--- src/rtl/ctrl_pkg.sv ---
// ctrl_pkg: shared definitions for the pipelined opcode decoder.
//   - opcode and ALU code constants
//   - control-bundle payload struct (field order is the bundle layout)
//   - multi-cycle opcode classification helper
package ctrl_pkg;

  localparam int unsigned CTRL_OPC_W = 5;
  localparam int unsigned CTRL_ALU_W = 5;

  // Opcodes
  localparam logic [CTRL_OPC_W-1:0] OP_ADD  = 5'b00000;
  localparam logic [CTRL_OPC_W-1:0] OP_SUB  = 5'b00001;
  localparam logic [CTRL_OPC_W-1:0] OP_MUL  = 5'b00010;
  localparam logic [CTRL_OPC_W-1:0] OP_DIV  = 5'b00011;
  localparam logic [CTRL_OPC_W-1:0] OP_MOD  = 5'b00100;
  localparam logic [CTRL_OPC_W-1:0] OP_CMP  = 5'b00101;
  localparam logic [CTRL_OPC_W-1:0] OP_AND  = 5'b00110;
  localparam logic [CTRL_OPC_W-1:0] OP_OR   = 5'b00111;
  localparam logic [CTRL_OPC_W-1:0] OP_NOT  = 5'b01000;
  localparam logic [CTRL_OPC_W-1:0] OP_MOV  = 5'b01001;
  localparam logic [CTRL_OPC_W-1:0] OP_LSL  = 5'b01010;
  localparam logic [CTRL_OPC_W-1:0] OP_LSR  = 5'b01011;
  localparam logic [CTRL_OPC_W-1:0] OP_ASR  = 5'b01100;
  localparam logic [CTRL_OPC_W-1:0] OP_NOP  = 5'b01101;
  localparam logic [CTRL_OPC_W-1:0] OP_LD   = 5'b01110;
  localparam logic [CTRL_OPC_W-1:0] OP_ST   = 5'b01111;
  localparam logic [CTRL_OPC_W-1:0] OP_BEQ  = 5'b10000;
  localparam logic [CTRL_OPC_W-1:0] OP_BGT  = 5'b10001;
  localparam logic [CTRL_OPC_W-1:0] OP_B    = 5'b10010;
  localparam logic [CTRL_OPC_W-1:0] OP_CALL = 5'b10011;
  localparam logic [CTRL_OPC_W-1:0] OP_RET  = 5'b10100;

  // ALU codes
  localparam logic [CTRL_ALU_W-1:0] ALU_ADD  = 5'b00000;
  localparam logic [CTRL_ALU_W-1:0] ALU_PASS = 5'b01101;

  // Control bundle handed to execute
  typedef struct packed {
    logic [CTRL_ALU_W-1:0] alusignal;
    logic                  isst;
    logic                  isld;
    logic                  isbeq;
    logic                  isbgt;
    logic                  isret;
    logic                  isimmediate;
    logic                  iswb;
    logic                  isubranch;
    logic                  iscall;
  } ctrl_bundle_t;

  // mul/div/mod occupy the execute unit for extra cycles
  function automatic logic is_multicycle_op(input logic [CTRL_OPC_W-1:0] opc);
    return (opc == OP_MUL) || (opc == OP_DIV) || (opc == OP_MOD);
  endfunction

endpackage

--- src/rtl/ctrl_decode.sv ---
// ctrl_decode: pure combinational opcode table.
// Ports:
//   opcode_i        opcode field
//   i_i             immediate bit
//   imm_sign_i      sign bit of the extended immediate
//   bundle_o        decoded control bundle
//   is_multicycle_o opcode needs the mul/div/mod interlock
//   is_illegal_o    opcode outside the defined set
module ctrl_decode
  import ctrl_pkg::*;
(
  input  logic [CTRL_OPC_W-1:0] opcode_i,
  input  logic                  i_i,
  input  logic                  imm_sign_i,
  output ctrl_bundle_t          bundle_o,
  output logic                  is_multicycle_o,
  output logic                  is_illegal_o
);

  // Opcode table; every flag defaults to 0
  always_comb begin
    bundle_o             = '0;
    is_illegal_o         = 1'b0;
    bundle_o.isimmediate = i_i;
    case (opcode_i)
      OP_ADD, OP_MUL, OP_DIV, OP_MOD, OP_AND, OP_OR,
      OP_NOT, OP_MOV, OP_LSL, OP_LSR, OP_ASR: begin
        bundle_o.alusignal = CTRL_ALU_W'(opcode_i);
        bundle_o.iswb      = 1'b1;
      end
      // Subtracting a negative immediate is issued as an add
      OP_SUB: begin
        bundle_o.alusignal = (i_i && imm_sign_i) ? ALU_ADD : CTRL_ALU_W'(opcode_i);
        bundle_o.iswb      = 1'b1;
      end
      // Compare only updates flags
      OP_CMP: bundle_o.alusignal = CTRL_ALU_W'(opcode_i);
      OP_NOP: bundle_o.alusignal = ALU_PASS;
      OP_LD: begin
        bundle_o.alusignal = ALU_ADD;
        bundle_o.isld      = 1'b1;
        bundle_o.iswb      = 1'b1;
      end
      OP_ST: begin
        bundle_o.alusignal = ALU_ADD;
        bundle_o.isst      = 1'b1;
      end
      OP_BEQ: begin
        bundle_o.alusignal = ALU_PASS;
        bundle_o.isbeq     = 1'b1;
      end
      OP_BGT: begin
        bundle_o.alusignal = ALU_PASS;
        bundle_o.isbgt     = 1'b1;
      end
      OP_B: begin
        bundle_o.alusignal = ALU_PASS;
        bundle_o.isubranch = 1'b1;
      end
      OP_CALL: begin
        bundle_o.alusignal = ALU_PASS;
        bundle_o.isubranch = 1'b1;
        bundle_o.iscall    = 1'b1;
        bundle_o.iswb      = 1'b1;
      end
      OP_RET: begin
        bundle_o.alusignal = ALU_PASS;
        bundle_o.isubranch = 1'b1;
        bundle_o.isret     = 1'b1;
      end
      // Undefined opcodes become a bubble with no flags at all
      default: begin
        bundle_o.isimmediate = 1'b0;
        is_illegal_o         = 1'b1;
      end
    endcase
  end

  assign is_multicycle_o = is_multicycle_op(opcode_i);

endmodule

--- src/rtl/pipelined_control.sv ---
// pipelined_control: registered, handshaked control decoder between
// operand fetch and execute, with a mul/div/mod interlock and branch flush.
// Ports:
//   clk, rst                 clock, synchronous active-high reset
//   in_valid/in_ready        upstream handshake
//   in_opcode, in_i          opcode and immediate bit
//   in_imm_sign              sign of the extended immediate
//   flush                    taken branch in execute, kills held/pending work
//   out_valid/out_ready      downstream handshake
//   out_alusignal, out_is*   registered control bundle
//   busy                     multi-cycle interlock active
// Optional: define CTRL_ILLEGAL_TRAP_EN to add out_illegal and stall the
// decoder after an undefined opcode until flush or rst.
module pipelined_control
  import ctrl_pkg::*;
#(
  parameter int unsigned OPC_W      = CTRL_OPC_W,
  parameter int unsigned ALU_W      = CTRL_ALU_W,
  parameter int unsigned MULDIV_LAT = 4,
  parameter int unsigned CNT_W      = 3
) (
  input  logic             clk,
  input  logic             rst,
  input  logic             in_valid,
  output logic             in_ready,
  input  logic [OPC_W-1:0] in_opcode,
  input  logic             in_i,
  input  logic             in_imm_sign,
  input  logic             flush,
  output logic             out_valid,
  input  logic             out_ready,
  output logic [ALU_W-1:0] out_alusignal,
  output logic             out_isst,
  output logic             out_isld,
  output logic             out_isbeq,
  output logic             out_isbgt,
  output logic             out_isret,
  output logic             out_isimmediate,
  output logic             out_iswb,
  output logic             out_isubranch,
  output logic             out_iscall,
  output logic             busy
`ifdef CTRL_ILLEGAL_TRAP_EN
  ,
  output logic             out_illegal
`endif
);

  localparam logic [1:0] ST_IDLE = 2'd0;
  localparam logic [1:0] ST_WAIT = 2'd1;
`ifdef CTRL_ILLEGAL_TRAP_EN
  localparam logic [1:0] ST_TRAP = 2'd2;
`endif
  localparam logic [CNT_W-1:0] CNT_LOAD = CNT_W'(MULDIV_LAT - 1);

  logic [1:0]       state_q, state_d;
  logic [CNT_W-1:0] cnt_q, cnt_d;
  logic             out_valid_q, out_valid_d;
  logic             busy_q, busy_d;
  ctrl_bundle_t     bundle_q, bundle_d;
  ctrl_bundle_t     dec_bundle;
  logic             dec_multi;
  logic             dec_illegal;
  logic             accept;

  ctrl_decode u_decode (
    .opcode_i        (CTRL_OPC_W'(in_opcode)),
    .i_i             (in_i),
    .imm_sign_i      (in_imm_sign),
    .bundle_o        (dec_bundle),
    .is_multicycle_o (dec_multi),
    .is_illegal_o    (dec_illegal)
  );

  // Accept only when idle, not flushing, and the output slot frees this cycle
  assign in_ready = (state_q == ST_IDLE) && !flush && (!out_valid_q || out_ready);
  assign accept   = in_valid && in_ready;

`ifdef CTRL_ILLEGAL_TRAP_EN
  logic illegal_q, illegal_d;
`else
  logic unused_illegal;
  assign unused_illegal = dec_illegal;
`endif

  // Next-state logic
  always_comb begin
    state_d     = state_q;
    cnt_d       = cnt_q;
    out_valid_d = out_valid_q;
    bundle_d    = bundle_q;

    if (out_valid_q && out_ready) begin
      out_valid_d = 1'b0;
    end

    if (flush) begin
      state_d     = ST_IDLE;
      cnt_d       = '0;
      out_valid_d = 1'b0;
    end else begin
      case (state_q)
        ST_IDLE: begin
          if (accept) begin
            bundle_d = dec_bundle;
            if (dec_multi) begin
              state_d = ST_WAIT;
              cnt_d   = CNT_LOAD;
            end else begin
              out_valid_d = 1'b1;
            end
`ifdef CTRL_ILLEGAL_TRAP_EN
            if (dec_illegal) begin
              state_d = ST_TRAP;
            end
`endif
          end
        end
        ST_WAIT: begin
          if (cnt_q == '0) begin
            state_d     = ST_IDLE;
            out_valid_d = 1'b1;
          end else begin
            cnt_d = cnt_q - CNT_W'(1);
          end
        end
`ifdef CTRL_ILLEGAL_TRAP_EN
        ST_TRAP: state_d = ST_TRAP;
`endif
        default: state_d = ST_IDLE;
      endcase
    end

    busy_d = (state_d == ST_WAIT);
`ifdef CTRL_ILLEGAL_TRAP_EN
    illegal_d = out_valid_d && (accept ? dec_illegal : illegal_q);
`endif
  end

  // State and output registers
  always_ff @(posedge clk) begin
    if (rst) begin
      state_q     <= ST_IDLE;
      cnt_q       <= '0;
      out_valid_q <= 1'b0;
      busy_q      <= 1'b0;
      bundle_q    <= '0;
`ifdef CTRL_ILLEGAL_TRAP_EN
      illegal_q   <= 1'b0;
`endif
    end else begin
      state_q     <= state_d;
      cnt_q       <= cnt_d;
      out_valid_q <= out_valid_d;
      busy_q      <= busy_d;
      bundle_q    <= bundle_d;
`ifdef CTRL_ILLEGAL_TRAP_EN
      illegal_q   <= illegal_d;
`endif
    end
  end

  assign out_valid       = out_valid_q;
  assign busy            = busy_q;
  assign out_alusignal   = ALU_W'(bundle_q.alusignal);
  assign out_isst        = bundle_q.isst;
  assign out_isld        = bundle_q.isld;
  assign out_isbeq       = bundle_q.isbeq;
  assign out_isbgt       = bundle_q.isbgt;
  assign out_isret       = bundle_q.isret;
  assign out_isimmediate = bundle_q.isimmediate;
  assign out_iswb        = bundle_q.iswb;
  assign out_isubranch   = bundle_q.isubranch;
  assign out_iscall      = bundle_q.iscall;
`ifdef CTRL_ILLEGAL_TRAP_EN
  assign out_illegal     = illegal_q;
`endif

endmodule

--- config.mk ---
export PLATFORM = sky130hd
export DESIGN_NAME = pipelined_control
export DESIGN_NICKNAME = d
export VERILOG_FILES = /design/src/rtl/ctrl_pkg.sv /design/src/rtl/ctrl_decode.sv /design/src/rtl/pipelined_control.sv
export SDC_FILE = /design/constraint.sdc
export NUM_CORES = 1
export LEC_CHECK = 0
export CORE_ASPECT_RATIO = 1.25
export CORE_MARGIN = 5
export CORE_UTILIZATION = 53
export DETAILED_ROUTE_END_ITERATION = 6
export PLACE_DENSITY = 0.91
export SLEW_MARGIN = 20
export SYNTH_ARGS = -nofsm -noshare
export SYNTH_HDL_FRONTEND = slang
export SYNTH_HIERARCHICAL = 1
export SYNTH_SLANG_ARGS = --single-unit
export TNS_END_PERCENT = 1
--- constraint.sdc ---
create_clock -name clk -period 4.1 [get_ports clk]
set_input_delay 0.82 -clock clk [delete_from_list [all_inputs] [get_ports clk]]
set_output_delay 0.82 -clock clk [all_outputs]
set_load 0.02 [all_outputs]
==> results of run 1 <==
metal layers:
metal	wire length, microns	track usage	up-vias
met3	67	0.0161	4
met2	1360	0.291	23
met1	1010	0.163	478
met4	57	0.105	0
li1	-	-	509
met5	0	0	-
power by group:
part | switching (mW) | total (mW) | internal, mW
sequential | 0.00206 | 0.209 | 0.207
clock | 0.0629 | 0.0993 | 0.0365
combinational | 0.0330 | 0.0674 | 0.0344
kinds of logic after synthesis:
family          after synthesis  synth area share
simple gates                 63             0.352
flops                        21             0.329
compound gates               17            0.0941
mux                          16             0.125
buf+inv                      14            0.0666
fa+ha+maj                     2            0.0196
other cells                   2           0.00588
xor+xnor                      1           0.00686
critical path: cells and delay by family:
| family | cells | cell delay [ps] |
|---|---|---|
| buffers and inverters | 2 | 1120 |
| and+or+nand+nor | 2 | 490 |
flip-flops by register name, indices dropped and copies added, names as in the netlist:
name,cells
out_alusignal,5
cnt_q,3
state_q,2
busy,1
out_isbeq,1
out_isbgt,1
out_iscall,1
out_isimmediate,1
out_isld,1
out_isret,1
out_isst,1
out_isubranch,1
out_iswb,1
out_valid,1
final cells by class:
type | count | area [sq um] | area share
clock inverters | 1 | 5.00 | 0.00322
repair buffers | 28 | 280 | 0.180
clock buffers | 3 | 22.5 | 0.0145
inverters | 4 | 15.0 | 0.00965
well taps | 33 | 41.3 | 0.0265
multi-input cells | 101 | 771 | 0.496
flip-flops and latches | 21 | 420 | 0.270
layout by cell type (no fill, tap or decap), drive strengths merged, types with 2 or more instances in the layout:
master / count
nand2: 3
nor3: 2
mux2i: 16
clkbuf: 3
and2b: 2
conb: 2
ha: 2
o31a: 2
nor2: 9
clkdlybuf4s50: 28
nand2b: 31
nor4b: 2
inv: 4
dfxtp: 21
nor3b: 2
and4bb: 2
nor4: 3
o21a: 2
a21oi: 6
metrics by stage:
| stage | area, sq um | std cells | power, mW | setup slack, ps |
|---|---|---|---|---|
| 2_1_floorplan | 1280 | 136 | 0.262 | 1550 |
| 3_3_place_gp | 1530 | 187 | 0.279 | 918 |
| 3_5_place_dp | 1530 | 187 | 0.281 | 856 |
| 4_1_cts | 1560 | 191 | 0.380 | 842 |
| 5_1_grt | 1560 | 191 | 0.394 | 763 |
| 6_report | 1560 | 191 | 0.376 | 845 |
cell usage after synthesis, types with 2 or more instances:
cell,n
nor3_2,2
and4bb_2,2
dfxtp_1,21
inv_1,4
a21oi_1,6
conb_1,2
clkbuf_1,3
nor4_1,3
and2b_2,2
nand2_1,3
o21a_1,2
buf_4,3
ha_1,2
nor2_1,8
nand2b_1,30
mux2i_1,16
path summary, 6_finish.rpt:
kind         slack [ps]  cells after the start               end
max                 850                      4          in_ready
min                 480                      2  out_alusignal[4]
max reg2reg        2530                      3  out_alusignal[3]
min reg2reg         480                      2  out_alusignal[4]
==> metrics.csv, run 1 <==
metric,value,unit
status,finished clean,
area added between synthesis and finish,21.9,%
Layout Utilization,0.654,
Post-CTS Hold Buffers,0,
"most used cell, CP",clkdlybuf4s50_1,
max_slew headroom,0.499,
DR DRC count,0,
Routed Wire Length,2.50,mm
Post CTS Setup Buffer Count,0,
"FF+latch count, synth",21,
Vias/cell,5.31,
die extent in y,64.9,microns
CP Launch Type,input port,
TritonCTS buffer count,3,
total global routing overflow,0,
remaining antenna violation count,0,
fin crit period,3250,ps
Final Slew Violations,0,
final worst-path cycle share,0.794,
min-delay src,out_alusignal[4],
VDD IR max,0.186,mV
synth top area cells,"dfxtp_1 33%, nand2b_1 15%, mux2i_1 13%",
pin count of the biggest net entering global routing,32,
"slowest stage delay, CP",660,ps
placed wire-length estimate,1.90,mm
final antenna diode count,0,
first-pass GRT wire length,4.15,mm
initial core utilization,0.537,
most used flip-flop cell after synthesis,dfxtp_1,
Root Buffer Master,clkbuf_4,
Worst Tran Pin Value,750,ps
iteration count of the initial detailed-routing pass,4,
CTS tree,yes,
clk_lat worst skew,300,ps
htree depth,1,
power per cell area,242,mW/mm^2
via count,1014,
ys async rst share,0,
initial antenna violation count,0,
Max Root-Sink Buffers,2,
hold_ws,481,ps
CP endpoint kind,output port,
Resize count post-CTS,0,
wire per inst,13.1,microns
GRT Util Overall,0.160,
# clock sinks,21,
Leak Pwr,0.551,nW
Die ar.,0.00350,sq mm
DRT iter0 DRCs,17,
Placer Congestion,0.793,
width of the die,53.9,microns
RSZ-0062 raised after global routing,no,
PortBufs,28,
IO Pins,29,
max_cap viols,0,
post-synthesis sequential area ratio,0.329,
Row Count,20,
maximum clock rate,0.307,GHz
Critical R2R Launch,state_q[1],
"Critical Path, Cell by Cell",clkdlybuf4s50_1 > and2b_2 > nor4_1 > clkdlybuf4s50_1,
Fin Setup TNS,0,ps
CP arrival,2430,ps
Crit. Startpoint,out_ready,
syn_area_per_cell,9.38,sq um
clock slew at reported path FFs,110,ps
top cell type's share of synthesized area,0.329,
core area,0.00238,sq mm
CP max-delay cell,clkdlybuf4s50_1,
post-synth top area cell,dfxtp_1,
Hold Path Class,reg -> reg,
"Req. time, crit path",3280,ps
Final Skew,1.31,ps
Worst Path Max Fanout,4,
"EDFF count, synth",0,
vias in the first global route,1031,
"Distinct cells, synth",43,
Layout Nets,173,
syn nets,150,
layout cells sized above 1,0.101,
Hold Fails Final Rpt,0,
yosys warns,6,
final-report setup violation count,0,
Cells after Synth,136,
post-synthesis cell area,0.00128,sq mm
FILL cells,197,
crit path kind,in -> out,
(Power assumes the default switching activity.)
==> inputs of run 2 (changes only) <==
--- a/config.mk
+++ b/config.mk
@@ -7,9 +7,9 @@
 export LEC_CHECK = 0
 export CORE_ASPECT_RATIO = 1.25
 export CORE_MARGIN = 5
-export CORE_UTILIZATION = 53
+export CORE_UTILIZATION = 49
 export DETAILED_ROUTE_END_ITERATION = 6
-export PLACE_DENSITY = 0.91
+export PLACE_DENSITY = 0.85
 export SLEW_MARGIN = 20
 export SYNTH_ARGS = -nofsm -noshare
 export SYNTH_HDL_FRONTEND = slang
==> constraint.sdc (replaced) <==
create_clock -name clk -period 3.1 [get_ports clk]
set_input_delay 0.62 -clock clk [delete_from_list [all_inputs] [get_ports clk]]
set_output_delay 0.62 -clock clk [all_outputs]
set_load 0.02 [all_outputs]
==> run 2 against run 1 <==
  * First-iteration DRC count is 29% lower
  * Register-to-register slack got worse by 1000 ps
  * Critical path type unchanged
  * Routed wire length decreased by 5.8%
  * Clock-buffer cell count did not move
  * Clock skew is 4.6 ps higher
  * Non-clock buffer count up 1
  * Design area rose by 0.48%
  * Power is 32% higher
  * Hold slack better by 1.2 ps
  * Sequential cell count is the same
  * Sequential share of layout area shrank 0.13 points
  * Setup slack got worse by 610 ps
==> metrics.csv, run 2 (same netlist as run 1, synthesis figures left out) <==
metric,value,unit
status,finished clean,
PortBufs,28,
wire per inst,12.2,microns
fin crit period,2860,ps
initial antenna violation count,0,
crit path kind,in -> out,
DRT iter0 DRCs,12,
Vias/cell,5.26,
via count,1009,
initial core utilization,0.515,
Worst Path Max Fanout,4,
"commonest non-fill, non-tap cell in the layout",nand2b_1,
Final Slew Violations,0,
CP Launch Type,input port,
# clock sinks,21,
"commonest non-fill, non-tap cells in the layout","30 x nand2b_1, 28 x clkdlybuf4s50_1, 21 x dfxtp_1",
die extent in y,67.1,microns
combinational share of power,0.180,
"Req. time, crit path",2480,ps
Leak Pwr,0.556,nW
RSZ-0062 raised after global routing,no,
FILL cells,212,
placed wire-length estimate,1.81,mm
Layout Utilization,0.631,
final-report setup violation count,0,
max_cap viols,0,
clk_lat worst skew,300,ps
Fin Setup TNS,0,ps
min-delay src,out_alusignal[0],
area added between synthesis and finish,22.5,%
CTS tree,yes,
IO Pins,29,
DR DRC count,0,
max_slew headroom,0.509,
Hold Fails Final Rpt,0,
remaining antenna violation count,0,
TritonCTS buffer count,3,
Seq pwr share,0.558,
Layout Nets,174,
clock slew at reported path FFs,120,ps
Root Buffer Master,clkbuf_4,
CP arrival,2240,ps
Int Pwr,0.368,mW
CP endpoint kind,output port,
VDD IR max,0.180,mV
iteration count of the initial detailed-routing pass,4,
Resize count post-CTS,0,
layout cells sized above 1,0.107,
Hold Path Class,reg -> reg,
core area,0.00248,sq mm
WHS Path Cells,2,
"Cell Area, Placed",0.00154,sq mm
htree depth,1,
final worst-path cycle share,0.923,
vias in the first global route,1036,
total global routing overflow,0,
Crit. Startpoint,out_ready,
Post CTS Setup Buffer Count,0,
Row Count,20,
sw frac,0.258,
post-route cell area,0.00156,sq mm
Final Skew,5.94,ps
final antenna diode count,0,
FF/Latch Area,420,sq um
clock power share,0.262,
power per cell area,318,mW/mm^2
first-pass GRT wire length,4.26,mm
area of the multi-input gates,771,sq um
Die ar.,0.00373,sq mm
GRT Util Overall,0.142,
width of the die,55.6,microns
Critical R2R Launch,state_q[1],
Worst Tran Pin Value,734,ps
FF-to-FF path depth,3,
max FFs per register,5,
Max Root-Sink Buffers,2,
Routed Wire Length,2.35,mm
Post-CTS Hold Buffers,0,
pin count of the biggest net entering global routing,32,
Sw Pwr,0.128,mW
maximum clock rate,0.349,GHz
Placer Congestion,0.816,
==> run 2: cell count changes in the layout (fill, tap and decap cells not counted), sizes merged <==
cell,delta
buf,+1
==> run 2: power by group through the flow <==
| stage | clock, mW | combinational, mW | sequential [mW] |
|---|---|---|---|
| 4_1_cts | 0.133 | 0.0899 | 0.277 |
| 3_5_place_dp | 0 | 0.0896 | 0.283 |
| 5_1_grt | 0.150 | 0.0985 | 0.277 |
| 2_1_floorplan | 0 | 0.0592 | 0.287 |
| 3_3_place_gp | 0 | 0.0878 | 0.283 |
| 6_report | 0.130 | 0.0895 | 0.277 |
==> run 2: final timing paths <==
path,end,slack (ps)
worst min register to register,out_alusignal[0],480
worst min-delay path,out_alusignal[0],480
worst max-delay path,in_ready,240
worst max register to register,out_isbgt,1530
==> run 2: final cells by class <==
cell class	instances	share of cell area
multi-input cells	101	0.493
flip-flops and latches	21	0.269
repair buffers	29	0.184
well taps	33	0.0264
clock buffers	3	0.0144
inverters	4	0.00961
clock inverters	1	0.00320
==> run 2: worst max-delay path, stage by stage <==
cell and delay [ps]:
clkdlybuf4s50_1 450, and2b_2 290, nor4_1 220, clkdlybuf4s50_1 660
==> run 2: per-layer routing <==
layer  vias up  track usage  wire, microns
li1        511            -              -
met3         2       0.0194             77
met2        19        0.277           1210
met5         -            0              0
met1       477        0.147           1040
met4         0       0.0729             27
==> run 2: stage by stage <==
| step | instances | total power, mW | setup slack [ps] | hold WS, ps |
|---|---|---|---|---|
| floorplan | 136 | 0.346 | 952 | 481 |
| global placement | 188 | 0.370 | 320 | 460 |
| detailed placement | 188 | 0.372 | 228 | 471 |
| CTS | 192 | 0.500 | 219 | 489 |
| global route | 192 | 0.526 | 185 | 512 |
| finish | 192 | 0.496 | 237 | 482 |
